### src/rtl/fft_pkg.sv
// Shared types and default widths for the FFT complex add/subtract datapath.
package fft_pkg;

  typedef enum logic [1:0] {
    ADD    = 2'd0,
    SUB    = 2'd1,
    RSUB   = 2'd2,
    ADD_MJ = 2'd3
  } caddsub_mode_e;

  localparam int DEF_IN_WIDTH  = 16;
  localparam int DEF_OUT_WIDTH = 16;
  localparam int DEF_MAX_SHIFT = 3;

endpackage

### src/rtl/fft_sat_shift.sv
// Arithmetic right shift (optionally rounding half-up) followed by saturation
// to OUT_W bits; rounding is enabled by macro FFT_CADDSUB_ROUND_EN.
module fft_sat_shift #(
  parameter int IN_W      = 17,
  parameter int OUT_W     = 16,
  parameter int MAX_SHIFT = 3,
  parameter int SH_W      = $clog2(MAX_SHIFT + 1)
) (
  input  logic signed [IN_W-1:0]  i_data,
  input  logic        [SH_W-1:0]  i_shift,
  output logic        [OUT_W-1:0] o_data,
  output logic                    o_sat
);

  // One guard bit so the rounding bias can never wrap.
  localparam int EW = IN_W + 1;
  localparam logic signed [EW-1:0] MAX_V = {{(EW-OUT_W+1){1'b0}}, {(OUT_W-1){1'b1}}};
  localparam logic signed [EW-1:0] MIN_V = ~MAX_V;

  logic        [SH_W-1:0] w_sh;
  logic signed [EW-1:0]   w_ext;
  logic signed [EW-1:0]   w_rnd;
  logic signed [EW-1:0]   w_shf;

  always_comb begin
    w_sh  = (i_shift > SH_W'(MAX_SHIFT)) ? SH_W'(MAX_SHIFT) : i_shift;
    w_ext = {i_data[IN_W-1], i_data};
    w_rnd = w_ext;
`ifdef FFT_CADDSUB_ROUND_EN
    if (w_sh != '0) begin
      w_rnd = w_ext + (EW'(1) << (w_sh - 1'b1));
    end
`endif
    w_shf  = w_rnd >>> w_sh;
    o_sat  = 1'b0;
    o_data = w_shf[OUT_W-1:0];
    if (w_shf > MAX_V) begin
      o_data = MAX_V[OUT_W-1:0];
      o_sat  = 1'b1;
    end else if (w_shf < MIN_V) begin
      o_data = MIN_V[OUT_W-1:0];
      o_sat  = 1'b1;
    end
  end

endmodule

### src/rtl/fft_caddsub_pipe.sv
// Two-stage complex add/sub with per-transaction shift and saturation, valid/ready
// on both sides. Macro FFT_CADDSUB_ROUND_EN selects half-up rounding on the shift.
module fft_caddsub_pipe
  import fft_pkg::*;
#(
  parameter int IN_WIDTH  = DEF_IN_WIDTH,
  parameter int OUT_WIDTH = DEF_OUT_WIDTH,
  parameter int MAX_SHIFT = DEF_MAX_SHIFT,
  localparam int SH_W     = $clog2(MAX_SHIFT + 1)
) (
  input  logic                 clk,
  input  logic                 rst_n,
  input  logic [IN_WIDTH-1:0]  opa_r,
  input  logic [IN_WIDTH-1:0]  opa_i,
  input  logic [IN_WIDTH-1:0]  opb_r,
  input  logic [IN_WIDTH-1:0]  opb_i,
  input  logic [1:0]           mode,
  input  logic [SH_W-1:0]      shift_amt,
  input  logic                 in_valid,
  output logic                 in_ready,
  output logic [OUT_WIDTH-1:0] out_r,
  output logic [OUT_WIDTH-1:0] out_i,
  output logic                 out_valid,
  input  logic                 out_ready,
  input  logic                 ovf_clr,
  output logic                 ovf_sticky
);

  localparam int FW = IN_WIDTH + 1;

  logic signed [FW-1:0]  w_ar, w_ai, w_br, w_bi;
  logic signed [FW-1:0]  w_sum_r, w_sum_i;
  logic signed [FW-1:0]  r_s1_r, r_s1_i;
  logic [SH_W-1:0]       r_s1_shift;
  logic                  r_s1_valid;
  logic                  r_s2_valid;
  logic [OUT_WIDTH-1:0]  r_out_r, r_out_i;
  logic [OUT_WIDTH-1:0]  w_sat_r_data, w_sat_i_data;
  logic                  w_sat_r, w_sat_i;
  logic                  w_s2_free, w_s1_adv, w_accept;
  logic                  r_ovf;

  always_comb begin
    w_ar    = {opa_r[IN_WIDTH-1], opa_r};
    w_ai    = {opa_i[IN_WIDTH-1], opa_i};
    w_br    = {opb_r[IN_WIDTH-1], opb_r};
    w_bi    = {opb_i[IN_WIDTH-1], opb_i};
    w_sum_r = w_ar + w_br;
    w_sum_i = w_ai + w_bi;
    case (caddsub_mode_e'(mode))
      SUB: begin
        w_sum_r = w_ar - w_br;
        w_sum_i = w_ai - w_bi;
      end
      RSUB: begin
        w_sum_r = w_br - w_ar;
        w_sum_i = w_bi - w_ai;
      end
      ADD_MJ: begin
        w_sum_r = w_ar + w_bi;
        w_sum_i = w_ai - w_br;
      end
      default: ;
    endcase
  end

  // Stage 1 may refill while stage 2 stalls, as long as it is empty itself.
  assign w_s2_free = !r_s2_valid || out_ready;
  assign in_ready  = !r_s2_valid || out_ready || !r_s1_valid;
  assign w_accept  = in_valid && in_ready;
  assign w_s1_adv  = r_s1_valid && w_s2_free;

  always_ff @(posedge clk or negedge rst_n) begin
    if (!rst_n) begin
      r_s1_valid <= 1'b0;
      r_s1_r     <= '0;
      r_s1_i     <= '0;
      r_s1_shift <= '0;
    end else if (w_accept) begin
      r_s1_valid <= 1'b1;
      r_s1_r     <= w_sum_r;
      r_s1_i     <= w_sum_i;
      r_s1_shift <= shift_amt;
    end else if (w_s1_adv) begin
      r_s1_valid <= 1'b0;
    end
  end

  fft_sat_shift #(
    .IN_W      (FW),
    .OUT_W     (OUT_WIDTH),
    .MAX_SHIFT (MAX_SHIFT),
    .SH_W      (SH_W)
  ) u_sat_r (
    .i_data  (r_s1_r),
    .i_shift (r_s1_shift),
    .o_data  (w_sat_r_data),
    .o_sat   (w_sat_r)
  );

  fft_sat_shift #(
    .IN_W      (FW),
    .OUT_W     (OUT_WIDTH),
    .MAX_SHIFT (MAX_SHIFT),
    .SH_W      (SH_W)
  ) u_sat_i (
    .i_data  (r_s1_i),
    .i_shift (r_s1_shift),
    .o_data  (w_sat_i_data),
    .o_sat   (w_sat_i)
  );

  always_ff @(posedge clk or negedge rst_n) begin
    if (!rst_n) begin
      r_s2_valid <= 1'b0;
      r_out_r    <= '0;
      r_out_i    <= '0;
    end else if (w_s2_free) begin
      r_s2_valid <= r_s1_valid;
      if (r_s1_valid) begin
        r_out_r <= w_sat_r_data;
        r_out_i <= w_sat_i_data;
      end
    end
  end

  // A new saturation wins over a simultaneous clear.
  always_ff @(posedge clk or negedge rst_n) begin
    if (!rst_n) begin
      r_ovf <= 1'b0;
    end else if (w_s1_adv && (w_sat_r || w_sat_i)) begin
      r_ovf <= 1'b1;
    end else if (ovf_clr) begin
      r_ovf <= 1'b0;
    end
  end

  assign out_r      = r_out_r;
  assign out_i      = r_out_i;
  assign out_valid  = r_s2_valid;
  assign ovf_sticky = r_ovf;

endmodule

### config.mk
export PLATFORM = sky130hd
export DESIGN_NAME = fft_caddsub_pipe
export DESIGN_NICKNAME = d
export VERILOG_FILES = /design/src/rtl/fft_pkg.sv /design/src/rtl/fft_sat_shift.sv /design/src/rtl/fft_caddsub_pipe.sv
export SDC_FILE = /design/constraint.sdc
export NUM_CORES = 1
export LEC_CHECK = 0
export CORE_MARGIN = 8
export CORE_UTILIZATION = 50
export DETAILED_ROUTE_END_ITERATION = 16
export GPL_TIMING_DRIVEN = 0
export PLACE_DENSITY = 0.83
export RECOVER_POWER = 50
export SLEW_MARGIN = 5
export SYNTH_ARGS = -nofsm -noshare
export SYNTH_HDL_FRONTEND = slang
export SYNTH_SLANG_ARGS = --single-unit
### constraint.sdc
create_clock -name clk -period 2.6 [get_ports clk]
set_input_delay 0.26 -clock clk [delete_from_list [all_inputs] [get_ports clk]]
set_output_delay 0.26 -clock clk [all_outputs]
set_load 0.005 [all_outputs]
==> summary.md <==
| Metric | Value |
|---|---|
| IO buf count | `107` |
| Pre-antenna DRT Iters | `7` |
| Post-Syn Area | `7700 um^2` |
| Cell variety after synth | `65` |
| Worst path required time | `2810 ps` |
| Reg2reg end | `r_s1_r[4]` |
| Run status | `complete, but fails checks` |
| Worst skew pair latency | `330 ps` |
| CTS sink cnt | `71` |
| Initial Util | `0.508` |
| CP Launch Type | `input pin` |
| First-pass GRT wire length | `38200 um` |
| Layout cells sized above 1 | `0.195` |
| Largest net degree at the start of global routing | `72` |
| Async SR Flop Fraction | `1.00` |
| CTS Buffer Depth | `2` |
| RePlAce Congestion | `0.943` |
| Total Wirelength | `25100 um` |
| Final setup fails | `18` |
| Setup crit end kind | `flip-flop` |
| Top sig layer | `met4` |
| All-Layer GR Usage | `0.238` |
| Synth warnings | `0` |
| Setup slack after layout | `-748 ps` |
| Period minus WS final | `3350 ps` |
| CP cell instances | `buf_8 -> or3_4 -> or4_4 -> nor4_4 -> xor2_1 -> nor2_1 -> a21oi_1 -> ha_1 -> and3_4 -> and3_4 -> a21o_1 -> o41ai_4 -> o21ai_2 -> or2_4 -> a31oi_1 -> a21oi_1` |
| R2R cell count | `6` |
| Leakage | `0.00438 uW` |
| Slew @ Worst Pin | `1700 ps` |
| FF+latch count, synth | `71` |
| Reg-to-Reg Start | `r_s1_valid` |
| Top-area cell type share of the netlist area | `0.231` |
| Metal-1 WL | `9820 um` |
| Die area | `19600 um^2` |
| Largest fanout on the critical path | `4` |
| EDFF count, synth | `0` |
| Finished Core Util | `0.675` |
| Total Power | `5860 uW` |
| Initial antenna violation count | `0` |
| Worst VDD drop | `0.441 mV` |
| Via density | `6.25` |
| Met3 WL | `1990 um` |
| Synthesis-to-finish area growth | `32.9%` |
| Crit path from | `opb_i[3]` |
| Setup crit end | `r_s1_i[14]` |
| RSZ-0062 raised after global routing | `true` |
| Reg clk slew, reported paths | `50 ps` |
| Top-count cell post-synth | `nand2_1` |
| Crit-path slowest cell | `or4_4` |
| Die X | `140 um` |
| Post-synth top cells | `nand2_1, a21oi_1, nor2_1` |
| Num CTS Buffers | `9` |
| Max_cap viols | `1` |
| Root Driver | `clkbuf_16` |
| Diodes inserted | `0` |
| Routed wire length per instance | `18.7 um` |
| Clock skew | `4.55 ps` |
| Fin crit share | `1.29` |
| CTS H-Tree Depth | `3` |
| Count of pins over their slew limit | `72` |
| Hold Fails Final Rpt | `0` |
| Vias | `8391` |
| Worst min-delay path class | `input pin to asynchronous set/reset pin` |
| Syn nets | `1132` |
| R2R setup slack | `240 ps` |
| Seq/Total Area, Yosys | `0.231` |
| Layout Cells excl Fill | `1343` |
| Slew headroom | `-0.133` |
| Drt first-iter violations | `692` |
| Pwr dens | `573 nW/um^2` |
| Inst Count DP | `1282` |
| Area contributors post-synth | `dfrtp_1, ha_1, a21oi_1, o21ai_0, nand2_1` |
| Met2 wire length | `12000 um` |
| DRC | `0` |
| Mapped Cells | `987` |
| Crit path kind | `input pin to flip-flop` |
| Placed cell areas | `9130 um^2` |
| DP HPWL | `18400 um` |
| Failing checks | `capacitance limit, slew limit, setup timing` |
| Die Y | `140 um` |
| Max Clk Rate | `299 MHz` |
| Core area | `15100 um^2` |
| Layout net count | `1296` |
| Avg Cell Area, Syn | `7.80 um^2` |
| CTS tree | `done` |
| Area leader, netlist | `dfrtp_1` |
| Most used DFF post-synth | `dfrtp_1` |
| Row count | `45` |
| Vias in the first global route | `7935` |
| Layout Cell Area excl Fill | `10200 um^2` |
| DP Worst Slack | `-1770 ps` |
| Antenna Nets Post-Route | `0` |
| I/O pin count | `108` |
| Crit path arrival time | `3560 ps` |
| GRT overflow | `0` |
| CP max stage delay | `540 ps` |
how the worst min path moves through the flow:
stage / from / cells after the start / slack, ps / end
detailed placement: rst_n / 1 / 430 / out_i[4]
global route: out_i[15] / 2 / 490 / out_i[15]
floorplan: rst_n / 0 / -40 / out_i[0]
finish: rst_n / 1 / 370 / out_i[4]
global placement: out_r[12] / 2 / 460 / out_r[12]
CTS: rst_n / 1 / 80 / r_s1_i[5]
through the flow:
step / setup TNS (ps) / hold slack [ps]
after floorplan: -6160 / -35.6
after global placement: -99390 / 458
after detailed placement: -31590 / 429
after CTS: -7270 / 77.4
after global routing: -10930 / 491
final: -8810 / 374
where the power goes:
group          switching (uW)  internal [uW]
combinational            1520           1530
sequential                246           1440
clock                     414            719
placed cells by master (no fill, tap or decap), types with 12 or more instances in the layout:
| master | instances |
|---|---|
| o21ai_0 | 63 |
| a221oi_1 | 12 |
| clkbuf_1 | 34 |
| xor2_1 | 18 |
| mux2_2 | 22 |
| o21ai_2 | 14 |
| ha_1 | 58 |
| nor2_1 | 86 |
| o22ai_1 | 18 |
| mux2i_1 | 13 |
| clkdlybuf4s50_1 | 78 |
| nand2b_1 | 21 |
| buf_4 | 47 |
| nand3_1 | 16 |
| xnor2_1 | 32 |
| nand2_1 | 113 |
| a21oi_1 | 77 |
| mux4_2 | 13 |
| a21o_1 | 13 |
| dfrtp_1 | 71 |
| nor3_1 | 15 |
| inv_1 | 50 |
| a31oi_1 | 14 |
| o21ai_1 | 15 |
| a21oi_2 | 16 |
routing by layer:
metal / track usage / vias to the layer above
met2: 0.407 / 445
met1: 0.276 / 3910
met5: 0 / -
met4: 0.126 / 0
li1: - / 3920
met3: 0.0476 / 116
worst max-delay path, delay by kind of cell:
kind	cells	cell delay (ps)
buf+inv	1	100
compound gates	6	990
fa+ha+maj	1	270
xor+xnor	1	160
simple gates	7	1770
what timing repair did:
action,4_1_cts,5_1_grt
hold buffers,0,0
pin swaps,57,50
buffers inserted,30,19
gates resized for setup,120,75
endpoints found under the setup margin,30,31
layout make-up:
cell class | instances | area [um^2]
clock buffer | 15 | 278
inverter | 54 | 203
tap | 188 | 235
multi-input combinational | 813 | 6050
fill | 1147 | 4920
timing repair buffer | 154 | 1430
buffer | 48 | 264
sequential | 71 | 1780
registers in the layout, summed over array words and instances (netlist names):
name and count:
out_valid 1, out_r 16, r_s1_shift 2, r_s1_i 17, r_s1_valid 1, out_i 16
ovf_sticky 1, r_s1_r 17
logic make-up (layout without fill, tap and decap cells):
kind of cell             after synthesis  in the layout  synth area share
AND/OR/NAND/NOR                      318            318             0.190
multiplexers                          49             49            0.0884
AO/OA/AOI/OAI                        319            319             0.256
flip-flops                            71             71             0.231
adder cells (fa/ha/maj)               72             72             0.121
buffers and inverters                103            271            0.0512
XOR/XNOR                              55             55            0.0636
Note: power is estimated with default switching activity, not from simulation.
